## config.mk

```make
export PLATFORM = sky130hd
export DESIGN_NAME = sync_fifo_flags_flat
export DESIGN_NICKNAME = d
export VERILOG_FILES = /design/src/rtl/sync_fifo_flags_if.sv /design/src/rtl/sync_fifo_flags.sv /design/src/flat_wrapper.sv
export SDC_FILE = /design/constraint.sdc
export NUM_CORES = 1
export LEC_CHECK = 0
export BUFFER_PORTS_ARGS = -buffer_cell sky130_fd_sc_hd__buf_2
export CAP_MARGIN = 20
export CORE_UTILIZATION = 51
export DETAILED_ROUTE_END_ITERATION = 8
export GPL_TIMING_DRIVEN = 1
export PLACE_DENSITY = 0.69
export SETUP_SLACK_MARGIN = 0.2
export SYNTH_ARGS = -nofsm -noshare
export SYNTH_HDL_FRONTEND = slang
export SYNTH_SLANG_ARGS = --single-unit
```

## constraint.sdc

```tcl
create_clock -name clk -period 21.3 [get_ports clk]
set_clock_uncertainty 0.15 [all_clocks]
set_input_delay 4.26 -clock clk [delete_from_list [all_inputs] [get_ports clk]]
set_output_delay 4.26 -clock clk [all_outputs]
set_load 0.01 [all_outputs]
```

## src/rtl/sync_fifo_flags_if.sv

```systemverilog
// Streaming port bundle for sync_fifo_flags: producer/consumer requests in,
// read data plus occupancy status and error pulses out.
interface sync_fifo_flags_if #(
  parameter int WIDTH = 64,
  parameter int DEPTH = 8
) ();
  localparam int CW = $clog2(DEPTH + 1);

  // Handshake: wen/ren are level requests sampled at every rising edge.
  // A read is taken only when the FIFO is non-empty. A write is taken when
  // the FIFO is not full, or when a read is taken on the same edge. A request
  // that is not taken raises overflow/underflow for one cycle and has no
  // other effect.
  logic             wen;
  logic [WIDTH-1:0] din;
  logic             ren;
  logic [WIDTH-1:0] dout;
  logic             full;
  logic             empty;
  logic             almost_full;
  logic             almost_empty;
  logic [CW-1:0]    count;
  logic             overflow;
  logic             underflow;

  modport master (
    output wen, din, ren,
    input  dout, full, empty, almost_full, almost_empty, count, overflow, underflow
  );

  modport slave (
    input  wen, din, ren,
    output dout, full, empty, almost_full, almost_empty, count, overflow, underflow
  );
endinterface

```

## src/rtl/sync_fifo_flags.sv

```systemverilog
// Single-clock FIFO of arbitrary DEPTH with occupancy count, programmable
// almost-full/almost-empty flags, error pulses and registered or FWFT read.
module sync_fifo_flags #(
  parameter int WIDTH     = 64,
  parameter int DEPTH     = 8,
  parameter int FWFT      = 0,
  parameter int AF_THRESH = 6,
  parameter int AE_THRESH = 1
) (
  input  logic              clk,
  input  logic              reset,
  sync_fifo_flags_if.slave  bus
);
  localparam int CW = $clog2(DEPTH + 1);
  localparam int PW = (DEPTH > 1) ? $clog2(DEPTH) : 1;
  localparam logic [PW-1:0] LAST_IDX = PW'(DEPTH - 1);

  logic [WIDTH-1:0] mem [DEPTH];
  logic [PW-1:0]    wr_ptr, rd_ptr;
  logic [CW-1:0]    count_q, count_next;
  logic             full_q, empty_q, af_q, ae_q, ovf_q, unf_q;
  logic [WIDTH-1:0] dout_q;
  logic             rd_acc, wr_acc;

  // Explicit wrap so non-power-of-two depths never alias.
  function automatic logic [PW-1:0] ptr_inc(input logic [PW-1:0] p);
    return (p == LAST_IDX) ? '0 : p + PW'(1);
  endfunction

  always_comb begin
    rd_acc     = bus.ren & ~empty_q;
    wr_acc     = bus.wen & (~full_q | rd_acc);
    count_next = count_q + CW'(wr_acc) - CW'(rd_acc);
  end

  // Storage is deliberately left uncleared by reset.
  always_ff @(posedge clk) begin
    if (reset && wr_acc) begin
      mem[wr_ptr] <= bus.din;
    end
  end

  always_ff @(posedge clk) begin
    if (!reset) begin
      wr_ptr  <= '0;
      rd_ptr  <= '0;
      count_q <= '0;
      full_q  <= 1'b0;
      empty_q <= 1'b1;
      af_q    <= 1'b0;
      ae_q    <= 1'b1;
      ovf_q   <= 1'b0;
      unf_q   <= 1'b0;
      dout_q  <= '0;
    end else begin
      if (wr_acc) begin
        wr_ptr <= ptr_inc(wr_ptr);
      end
      if (rd_acc) begin
        rd_ptr <= ptr_inc(rd_ptr);
        dout_q <= mem[rd_ptr];
      end
      // Flags come from count_next so they track occupancy with no lag.
      count_q <= count_next;
      full_q  <= (count_next == CW'(DEPTH));
      empty_q <= (count_next == '0);
      af_q    <= (count_next >= CW'(AF_THRESH));
      ae_q    <= (count_next <= CW'(AE_THRESH));
      ovf_q   <= bus.wen & ~wr_acc;
      unf_q   <= bus.ren & ~rd_acc;
    end
  end

  // In FWFT mode the head word is shown directly; dout_q holds the last
  // popped head so the output stays stable while empty.
  if (FWFT != 0) begin : g_fwft
    assign bus.dout = empty_q ? dout_q : mem[rd_ptr];
  end else begin : g_reg
    assign bus.dout = dout_q;
  end

  assign bus.full         = full_q;
  assign bus.empty        = empty_q;
  assign bus.almost_full  = af_q;
  assign bus.almost_empty = ae_q;
  assign bus.count        = count_q;
  assign bus.overflow     = ovf_q;
  assign bus.underflow    = unf_q;
endmodule

```

## src/flat_wrapper.sv

```systemverilog
// flat-port wrapper written by rule: the top's interface ports become plain ports
module sync_fifo_flags_flat 
#(
  parameter int WIDTH     = 64,
  parameter int DEPTH     = 8,
  parameter int FWFT      = 0,
  parameter int AF_THRESH = 6,
  parameter int AE_THRESH = 1
)
  (clk, reset, bus_wen, bus_din, bus_ren, bus_dout, bus_full, bus_empty, bus_almost_full, bus_almost_empty, bus_count, bus_overflow, bus_underflow);
  sync_fifo_flags_if #(.WIDTH(WIDTH), .DEPTH(DEPTH)) bus_i ();
  input  logic clk;
  input  logic reset;
  input wire logic [$bits(bus_i.wen)-1:0] bus_wen;
  input wire logic [$bits(bus_i.din)-1:0] bus_din;
  input wire logic [$bits(bus_i.ren)-1:0] bus_ren;
  output wire logic [$bits(bus_i.dout)-1:0] bus_dout;
  output wire logic [$bits(bus_i.full)-1:0] bus_full;
  output wire logic [$bits(bus_i.empty)-1:0] bus_empty;
  output wire logic [$bits(bus_i.almost_full)-1:0] bus_almost_full;
  output wire logic [$bits(bus_i.almost_empty)-1:0] bus_almost_empty;
  output wire logic [$bits(bus_i.count)-1:0] bus_count;
  output wire logic [$bits(bus_i.overflow)-1:0] bus_overflow;
  output wire logic [$bits(bus_i.underflow)-1:0] bus_underflow;
  assign bus_i.wen = bus_wen;
  assign bus_i.din = bus_din;
  assign bus_i.ren = bus_ren;
  assign bus_dout = bus_i.dout;
  assign bus_full = bus_i.full;
  assign bus_empty = bus_i.empty;
  assign bus_almost_full = bus_i.almost_full;
  assign bus_almost_empty = bus_i.almost_empty;
  assign bus_count = bus_i.count;
  assign bus_overflow = bus_i.overflow;
  assign bus_underflow = bus_i.underflow;
  sync_fifo_flags #(.WIDTH(WIDTH), .DEPTH(DEPTH), .FWFT(FWFT), .AF_THRESH(AF_THRESH), .AE_THRESH(AE_THRESH)) u_core (.clk(clk), .reset(reset), .bus(bus_i));
endmodule
```

==> flow_metrics.tcl, run 1 <==
set metrics [dict create \
    postCtsSetupBuffers 0 \
    worstPathMaxFanout 72 \
    worstHoldPathType "reg -> reg" \
    whs_path_depth 2 \
    met3_usage 0.0457 \
    maxCapViolations 0 \
    die_area_um2 44900 \
    worstPathCellList "buf_2 -> nand2b_4 -> a21oi_1 -> nand2b_1 -> nor3b_2 -> buf_4" \
    regToRegSetupSlack_ns 17.56 \
    r2r-start "u_core.rd_ptr[0]$_SDFFE_PN0P_" \
    cts_tree "yes" \
    dp_hpwl_um 24100 \
    synth_cells 1318 \
    die_x_um 212 \
    yosysWarnings 0 \
    outcome "finished clean" \
    post-route-min-period_ns 6.90 \
    initial_utilization 0.520 \
    finish.utilization 0.593 \
    antenna_found_initial 7 \
    grtUsageTotal 0.206 \
    cts_buffers 59 \
    overflow 0 \
    relSlewSlack 0.282 \
    rsz0062_at_grt "false" \
    drive_gt1_frac 0.177 \
    min_delay_worst_endpoint "u_core.bus.dout[57]$_SDFFE_PN0P_" \
    grt_pass1_vias 11800 \
    hold_path.startpoint "u_core.bus.dout[57]$_SDFFE_PN0P_" \
    area_growth_pct 14.1 \
    leakage_nw 8.59 \
    syn_area_per_cell_um2 17.1 \
    worstPathArrival_ns 6.97 \
    fin_crit_sh 0.324 \
    r2r_cells 6 \
    synth_nets 1395 \
    grt_max_degree 73 \
    drt_iter0_markers 1014 \
    cts-resized-gates 0 \
    path_clk_slew_ns 0.06 \
    worst_slack_ns 14.40 \
    io_buffers 141 \
    grtUsageMet2 0.335 \
    die_h_um 212 \
    wl_per_cell_um 21.8 \
    htree_levels 2 \
    tightest_slew_ns 1.08 \
    hold_buffers 0 \
    ys_types 34 \
    top_usage_layer "met2" \
    core_area_um2 43300 \
    critical_path_class "in -> reg" \
    setup_tns_ns 0 \
    grt.met1_usage 0.281 \
    cts_buffer_depth 3 \
    cts_root_buf "clkbuf_16" \
    ys_seq_area_frac 0.755 \
    grt_first_pass_wirelength_um 69400 \
    end_kind "flip-flop" \
    pre_cts_ws_ns 13.55 \
    synth_area_um2 22500 \
    vias 11900 \
    ant_nets 0 \
    mostFrequentLayoutCell "edfxtp_1" \
    final_cell_mix "edfxtp_1 (512), mux2i_1 (258), buf_2 (141)" \
    via_per_inst 5.63 \
    nets 1542 \
    drv_slew 0 \
    dr.pass1.iters 5 \
    io_pins 142 \
    worstSetupStartpointType "primary input" \
    fillCellCount 3221 \
    cts.sinks 592 \
    routed_wl_um 45900 \
    drcViolationCount 0 \
    critPathMaxStageDelay_ns 0.80 \
    whs_ns 0.373 \
    place.gp.congestion 0.731 \
    ir_drop_mv 0.0752 \
    num_rows 76 \
    ys_ff_latch 592 \
    max_freq_ghz 0.145 \
    finalHoldViolations 0 \
    slowest_stage "buf_4" \
    crit_required_ns 21.38 \
    p_per_area_nw_per_um2 110 \
    clk_latency_ns 0.61 \
    setup_viol 0 \
    r2r-end "u_core.bus.dout[50]$_SDFFE_PN0P_" \
]
[layer usage]
metal	up-vias	wire, um	share of wire
met1	6006	20200	0.44
met5	-	56	0.0012
met4	8	703	0.015
li1	5462	-	-
met3	66	2720	0.059
met2	309	22300	0.49
[cell usage after synthesis]
library cell	number	area, um2
a21boi_2	1	11.3
a21o_1	1	7.51
a21oi_1	70	350
a22oi_1	128	961
and2_1	3	18.8
and3_1	1	6.26
buf_12	12	240
buf_2	31	155
buf_4	14	105
buf_6	6	67.6
buf_8	1	15.0
clkbuf_1	15	56.3
clkinv_1	1	3.75
dfxtp_1	80	1600
edfxtp_1	512	15400
fa_1	1	20.0
ha_1	8	100
inv_1	6	22.5
inv_2	1	3.75
mux2i_1	258	2580
nand2_1	8	30.0
nand2b_1	3	18.8
nand3b_1	2	15.0
nor2_1	74	278
nor2_2	1	6.26
nor2b_1	2	12.5
nor3_1	3	15.0
nor3b_1	4	30.0
nor4b_1	1	8.76
o21a_1	1	7.51
o21ai_0	65	325
o31ai_1	1	7.51
xnor2_1	2	17.5
xor2_1	1	8.76
[flip-flops by register name, summed over array words and instances (netlist names)]
name and flops:
u_core.bus.underflow 1, u_core.bus.empty 1, u_core.bus.overflow 1, u_core.bus.almost_full 1
u_core.mem 512, u_core.bus.full 1, u_core.bus.almost_empty 1, u_core.wr_ptr 3
u_core.bus.count 4, u_core.bus.dout 64, u_core.rd_ptr 3
[power breakdown]
| group | switching (mW) | total [mW] | internal (mW) |
|---|---|---|---|
| Sequential | 0.0339 | 1.36 | 1.32 |
| Combinational | 0.217 | 0.363 | 0.145 |
| Clock | 0.422 | 1.09 | 0.671 |
[critical path, delay by kind of cell]
family	cells	cell delay (ns)
buffers and inverters	2	0.91
AOI/OAI and AO/OA	1	0.45
and+or+nand+nor	3	1.29
[final cells by class]
| cell class | instances | area [um2] | area share |
|---|---|---|---|
| Timing Repair Buffer | 165 | 913 | 0.0356 |
| Sequential cell | 592 | 17000 | 0.662 |
| Clock inverter | 31 | 445 | 0.0174 |
| Clock buffer | 81 | 1640 | 0.0639 |
| Multi-Input combinational cell | 639 | 4910 | 0.191 |
| Antenna cell | 3 | 7.51 | 0.000293 |
| Inverter | 8 | 30.0 | 0.00117 |
| Tap cell | 585 | 732 | 0.0285 |
[logic make-up (layout without fill, tap and decap cells)]
family	count (synthesis)	count (layout)	synth area share
AND/OR/NAND/NOR	102	102	0.0195
buffers and inverters	87	285	0.0298
multiplexers	258	258	0.115
AO/OA/AOI/OAI	267	267	0.0743
XOR/XNOR	3	3	0.00117
flip-flops	592	592	0.755
adder cells (fa/ha/maj)	9	9	0.00534
other	0	3	0
[stage by stage]
step | instance area, um2 | instances | power, mW
floorplan | 22500 | 1318 | 1.65
global placement | 23500 | 1986 | 1.74
detailed placement | 23500 | 1986 | 1.75
CTS | 25600 | 2098 | 2.84
global route | 25700 | 2102 | 2.92
finish | 25700 | 2104 | 2.81
[worst max-delay path by stage]
stage          startpoint                           to
2_1_floorplan       reset   u_core.mem[2][0]$_DFFE_PP_
3_3_place_gp      bus_ren   u_core.mem[1][5]$_DFFE_PP_
3_5_place_dp      bus_ren   u_core.mem[1][5]$_DFFE_PP_
4_1_cts           bus_ren  u_core.mem[0][12]$_DFFE_PP_
5_1_grt           bus_ren   u_core.mem[4][5]$_DFFE_PP_
6_report          bus_ren   u_core.mem[4][0]$_DFFE_PP_
(Power assumes the default switching activity.)
==> run 2: changes to the inputs <==
Settings changed: PLACE_DENSITY 0.69 to 0.72.
Clock period 21.3 ns to 5.65 ns, I/O delays scaled along.
==> run 2 against run 1 <==
  * Critical path depth stayed put
  * Utilization is 0.73 points lower
  * Sequential share of layout area up 0.83 points
  * Worst setup slack lost 12 ns
  * Register-to-register slack worse by 15 ns
  * Final cell count is 0.62% lower
  * Hold slack worse by 0.0033 ns
  * Non-clock buffer count shrank 4
  * Clock-buffer cell count fell by 5
  * Sequential power rose to 3.8 times the previous value
  * Clock power grew to 3.3 times the previous value
  * Critical endpoint is now u_core.mem[2][1]$_DFFE_PP_
  * Largest power group unchanged
  * Highest routed layer unchanged
==> flow_metrics.tcl, run 2 (synthesized netlist as in run 1, its figures left out) <==
set metrics [dict create \
    initial_utilization 0.520 \
    htree_levels 2 \
    drv_slew 0 \
    maxCapViolations 0 \
    io_pins 142 \
    grt_first_pass_wirelength_um 68000 \
    drcViolationCount 0 \
    max_freq_ghz 0.310 \
    grtUsageTotal 0.202 \
    cp-startpoint "reset" \
    clk_latency_ns 0.60 \
    final_cell_mix "edfxtp_1 (512), mux2i_1 (258), buf_2 (141)" \
    die_h_um 212 \
    multi_input_area_um2 4910 \
    r2r-start "u_core.bus.empty$_SDFF_PN1_" \
    leakage_nw 8.43 \
    cts-resized-gates 0 \
    worstSetupStartpointType "primary input" \
    num_rows 76 \
    worstPathMaxFanout 64 \
    wl_per_cell_um 21.3 \
    slowest_stage "buf_4" \
    dr.pass1.iters 5 \
    overflow 0 \
    critical_path_class "in -> reg" \
    finalHoldViolations 0 \
    postCtsSetupBuffers 0 \
    r2r_cells 9 \
    io_buffers 141 \
    worstHoldPathType "reg -> reg" \
    critPathMaxStageDelay_ns 0.78 \
    crit_required_ns 5.71 \
    cts_root_buf "clkbuf_16" \
    place.gp.congestion 0.724 \
    end_kind "flip-flop" \
    fillCellCount 3251 \
    setup_tns_ns 0 \
    endpoint "u_core.mem[2][1]$_DFFE_PP_" \
    area_growth_pct 12.7 \
    grt_pass1_vias 11800 \
    worstPathArrival_ns 3.28 \
    grt_max_degree 72 \
    die_area_um2 44900 \
    relSlewSlack 0.250 \
    regToRegSetupSlack_ns 2.69 \
    tightest_slew_ns 1.12 \
    post-route-min-period_ns 3.22 \
    largest-register "u_core.mem" \
    via_per_inst 5.59 \
    drive_gt1_frac 0.172 \
    routed_wl_um 44600 \
    vias 11700 \
    cts_buffer_depth 3 \
    cts.sinks 592 \
    hold_buffers 0 \
    rsz0062_at_grt "false" \
    cts_buffers 56 \
    path_clk_slew_ns 0.06 \
    ir_drop_mv 0.282 \
    nets 1535 \
    core_area_um2 43300 \
    antenna_found_initial 7 \
    mostFrequentLayoutCell "edfxtp_1" \
    cts_tree "yes" \
    die_x_um 212 \
    drt_iter0_markers 956 \
    dp_hpwl_um 23400 \
    seqCellArea_um2 17000 \
    fin_crit_sh 0.571 \
    setup_viol 0 \
    power_mw 10.1 \
    ant_nets 0 \
    worstPathCellList "buf_2 -> nand2_1 -> a21oi_1 -> nand2b_1 -> nor3b_2 -> buf_4" \
    outcome "finished clean" \
    p_per_area_nw_per_um2 397 \
    largest_reg_flops 512 \
    r2r-end "u_core.bus.full$_SDFF_PN0_" \
]
## run 2: layout make-up
cell class / count / share of cell area
Antenna cell: 3 / 0.000296
Clock buffer: 76 / 0.0603
Clock inverter: 27 / 0.00854
Inverter: 8 / 0.00118
Multi-Input combinational cell: 639 / 0.194
Sequential cell: 592 / 0.670
Tap cell: 585 / 0.0289
Timing Repair Buffer: 161 / 0.0370
## run 2: how the worst min path moves through the flow
stage	slack, ns	endpoint	startpoint	cells after the start
floorplan	0.34	u_core.rd_ptr[1]$_SDFFE_PN0P_	u_core.rd_ptr[1]$_SDFFE_PN0P_	2
global placement	0.35	u_core.bus.dout[49]$_SDFFE_PN0P_	u_core.bus.dout[49]$_SDFFE_PN0P_	2
detailed placement	0.36	u_core.bus.dout[61]$_SDFFE_PN0P_	u_core.bus.dout[61]$_SDFFE_PN0P_	2
CTS	0.37	u_core.bus.dout[61]$_SDFFE_PN0P_	u_core.bus.dout[61]$_SDFFE_PN0P_	2
global route	0.40	u_core.bus.dout[0]$_SDFFE_PN0P_	u_core.bus.dout[0]$_SDFFE_PN0P_	2
finish	0.37	u_core.bus.dout[61]$_SDFFE_PN0P_	u_core.bus.dout[61]$_SDFFE_PN0P_	2
## run 2: report_power, final
group | leakage (nW) | internal [mW] | switching (mW)
Sequential | 5.28 | 4.99 | 0.108
Clock | 0.858 | 2.03 | 1.54
Combinational | 2.29 | 0.547 | 0.839
## run 2: metal layers
| metal | share of wire | global-route usage |
|---|---|---|
| met5 | 0.00092 | 0 |
| met4 | 0.021 | 0.0535 |
| met3 | 0.051 | 0.0406 |
| met2 | 0.49 | 0.340 |
| met1 | 0.43 | 0.267 |
## run 2: per-stage QoR
step / cells / cell area [um2] / utilization / hold slack, ns / setup WS (ns)
4_1_cts: 2087 / 25300 / 0.585 / 0.375 / 2.42
3_3_place_gp: 1984 / 23600 / 0.545 / 0.355 / 1.87
5_1_grt: 2089 / 25300 / 0.586 / 0.396 / 2.26
2_1_floorplan: 1318 / 22500 / - / 0.338 / -1.51
6_report: 2091 / 25300 / 0.586 / 0.370 / 2.43
3_5_place_dp: 1984 / 23600 / 0.545 / 0.357 / 1.80
## run 2: worst max-delay path, delay by kind of cell
kind / cells / cell delay [ns]
AND/OR/NAND/NOR: 3 / 0.61
AO/OA/AOI/OAI: 1 / 0.22
buffers and inverters: 2 / 1.26
==> run 3: changes to the inputs <==
Settings changed: PLACE_DENSITY 0.72 to 0.69.
Clock period 5.65 ns to 3.1 ns, I/O delays scaled along.
==> run 3 against run 2 <==
  * First-iteration DRC count is 16% lower
  * Register-to-register slack worse by 1.9 ns
  * Design area is 1.4% higher
  * Global-route usage is 0.14 points higher
  * Critical endpoint is now u_core.bus.full$_SDFF_PN0_
  * Critical path type is now reg -> reg
  * Final cell count is 1.2% higher
  * Critical path depth is 4 higher
  * Wire length is 0.78% higher
  * Utilization is 0.85 points higher
  * Largest cell class unchanged
  * Flip-flop and latch count stayed put
  * Sequential power is 83% higher
  * Clock power is 85% higher
  * Clock-buffer cell count is 10 higher
==> flow_metrics.tcl, run 3 (synthesized netlist as in run 1, its figures left out) <==
set metrics [dict create \
    worst_slack_ns 0.769 \
    critical_path_class "reg -> reg" \
    seqCellArea_um2 17000 \
    drv_slew 0 \
    dr.pass1.iters 5 \
    fin_crit_sh 0.752 \
    pre_cts_ws_ns 0.424 \
    maxCapViolations 0 \
    largest_reg_flops 512 \
    leakage_nw 8.58 \
    worstPathMaxFanout 4 \
    final_cell_mix "edfxtp_1 (512), mux2i_1 (258), buf_2 (141)" \
    post-route-min-period_ns 2.33 \
    stdcell_area_um2 25700 \
    overflow 0 \
    setup_tns_ns 0 \
    cts.sinks 592 \
    path_clk_slew_ns 0.06 \
    dp_hpwl_um 24700 \
    grt_first_pass_wirelength_um 68500 \
    cts_buffer_depth 3 \
    fin_cells 2116 \
    nets 1555 \
    grt_max_degree 70 \
    num_rows 76 \
    mostFrequentLayoutCell "edfxtp_1" \
    worstSetupStartpointType "flip-flop" \
    slowest_stage "fa_1" \
    drcViolationCount 0 \
    largest-register "u_core.mem" \
    hold_path.startpoint "bus_din[28]" \
    antenna_found_initial 12 \
    htree_levels 2 \
    grtUsageTotal 0.203 \
    tightest_slew_ns 1.01 \
    relSlewSlack 0.327 \
    cts_buffers 57 \
    die_h_um 212 \
    core_area_um2 43300 \
    cts-resized-gates 0 \
    worstHoldPathType "in -> reg" \
    vias 11700 \
    drive_gt1_frac 0.185 \
    outcome "finished clean" \
    initial_utilization 0.520 \
    ir_drop_mv 0.551 \
    worstPathCellList "nand2b_4 -> inv_2 -> ha_1 -> inv_1 -> ha_1 -> inv_1 -> fa_1 -> xor2_1 -> nand2_1 -> nor4b_1" \
    p_per_area_nw_per_um2 718 \
    r2r-end "u_core.bus.full$_SDFF_PN0_" \
    crit_buf_inv 3 \
    min_delay_worst_endpoint "u_core.mem[4][28]$_DFFE_PP_" \
    ant_nets 0 \
    drt_iter0_markers 805 \
    setup_viol 0 \
    worstPathArrival_ns 2.69 \
    cts_root_buf "clkbuf_16" \
    cts_tree "yes" \
    regToRegSetupSlack_ns 0.77 \
    power_mw 18.5 \
    path_delay_family "adder cells" \
    finish.utilization 0.594 \
    io_buffers 141 \
    whs_ns 0.133 \
    crit_required_ns 3.46 \
    via_per_inst 5.53 \
    postCtsSetupBuffers 0 \
    die_x_um 212 \
    clk_latency_ns 0.60 \
    rsz0062_at_grt "false" \
    multi_input_area_um2 4980 \
    critPathMaxStageDelay_ns 0.40 \
    wl_per_cell_um 21.2 \
    die_area_um2 44900 \
    whs_path_depth 1 \
    r2r-start "u_core.bus.empty$_SDFF_PN1_" \
    max_freq_ghz 0.429 \
    io_pins 142 \
    place.gp.congestion 0.733 \
    finalHoldViolations 0 \
    grt_pass1_vias 11900 \
    end_kind "flip-flop" \
    hold_buffers 0 \
    routed_wl_um 44900 \
    fillCellCount 3205 \
    postPlaceCellArea_um2 23900 \
    area_growth_pct 14.4 \
    dp_cells 2004 \
    r2r_cells 10 \
]
==> run 3: how the worst max path moves through the flow <==
stage / start / end / slack (ns) / cells after the start
floorplan: bus_ren / u_core.mem[2][0]$_DFFE_PP_ / -0.24 / 5
global placement: bus_ren / u_core.bus.full$_SDFF_PN0_ / 0.49 / 11
detailed placement: bus_ren / u_core.bus.full$_SDFF_PN0_ / 0.42 / 11
CTS: u_core.bus.empty$_SDFF_PN1_ / u_core.bus.full$_SDFF_PN0_ / 0.77 / 10
global route: u_core.bus.empty$_SDFF_PN1_ / u_core.bus.full$_SDFF_PN0_ / 0.62 / 10
finish: u_core.bus.empty$_SDFF_PN1_ / u_core.bus.full$_SDFF_PN0_ / 0.77 / 10
==> run 3: worst reg2reg max path: stages, from the launching register on <==
cell,delay (ns)
dfxtp_1,0.34
nand2b_4,0.17
inv_2,0.04
ha_1,0.26
inv_1,0.06
ha_1,0.15
inv_1,0.06
fa_1,0.40
xor2_1,0.26
nand2_1,0.14
nor4b_1,0.23
==> run 3: area by class of cell <==
cell class | instances | area share
timing repair buffer | 180 | 0.0461
sequential | 592 | 0.660
clock buffer | 86 | 0.0628
antenna | 5 | 0.000487
inverter | 8 | 0.00117
tap | 585 | 0.0285
clock inverter | 21 | 0.00667
multi-input combinational | 639 | 0.194
==> run 3: power by group <==
part | switching, mW | leakage (nW) | internal [mW] | total [mW]
logic | 1.53 | 2.42 | 1.05 | 2.57
registers | 0.228 | 5.28 | 9.10 | 9.33
clock network | 2.81 | 0.875 | 3.76 | 6.57
==> run 3: layer usage <==
metal | part of all wire | track usage | wire [um]
met2 | 0.49 | 0.345 | 22200
met1 | 0.43 | 0.263 | 19400
met5 | 0.0014 | 0 | 64
met3 | 0.052 | 0.0452 | 2320
met4 | 0.021 | 0.0557 | 943
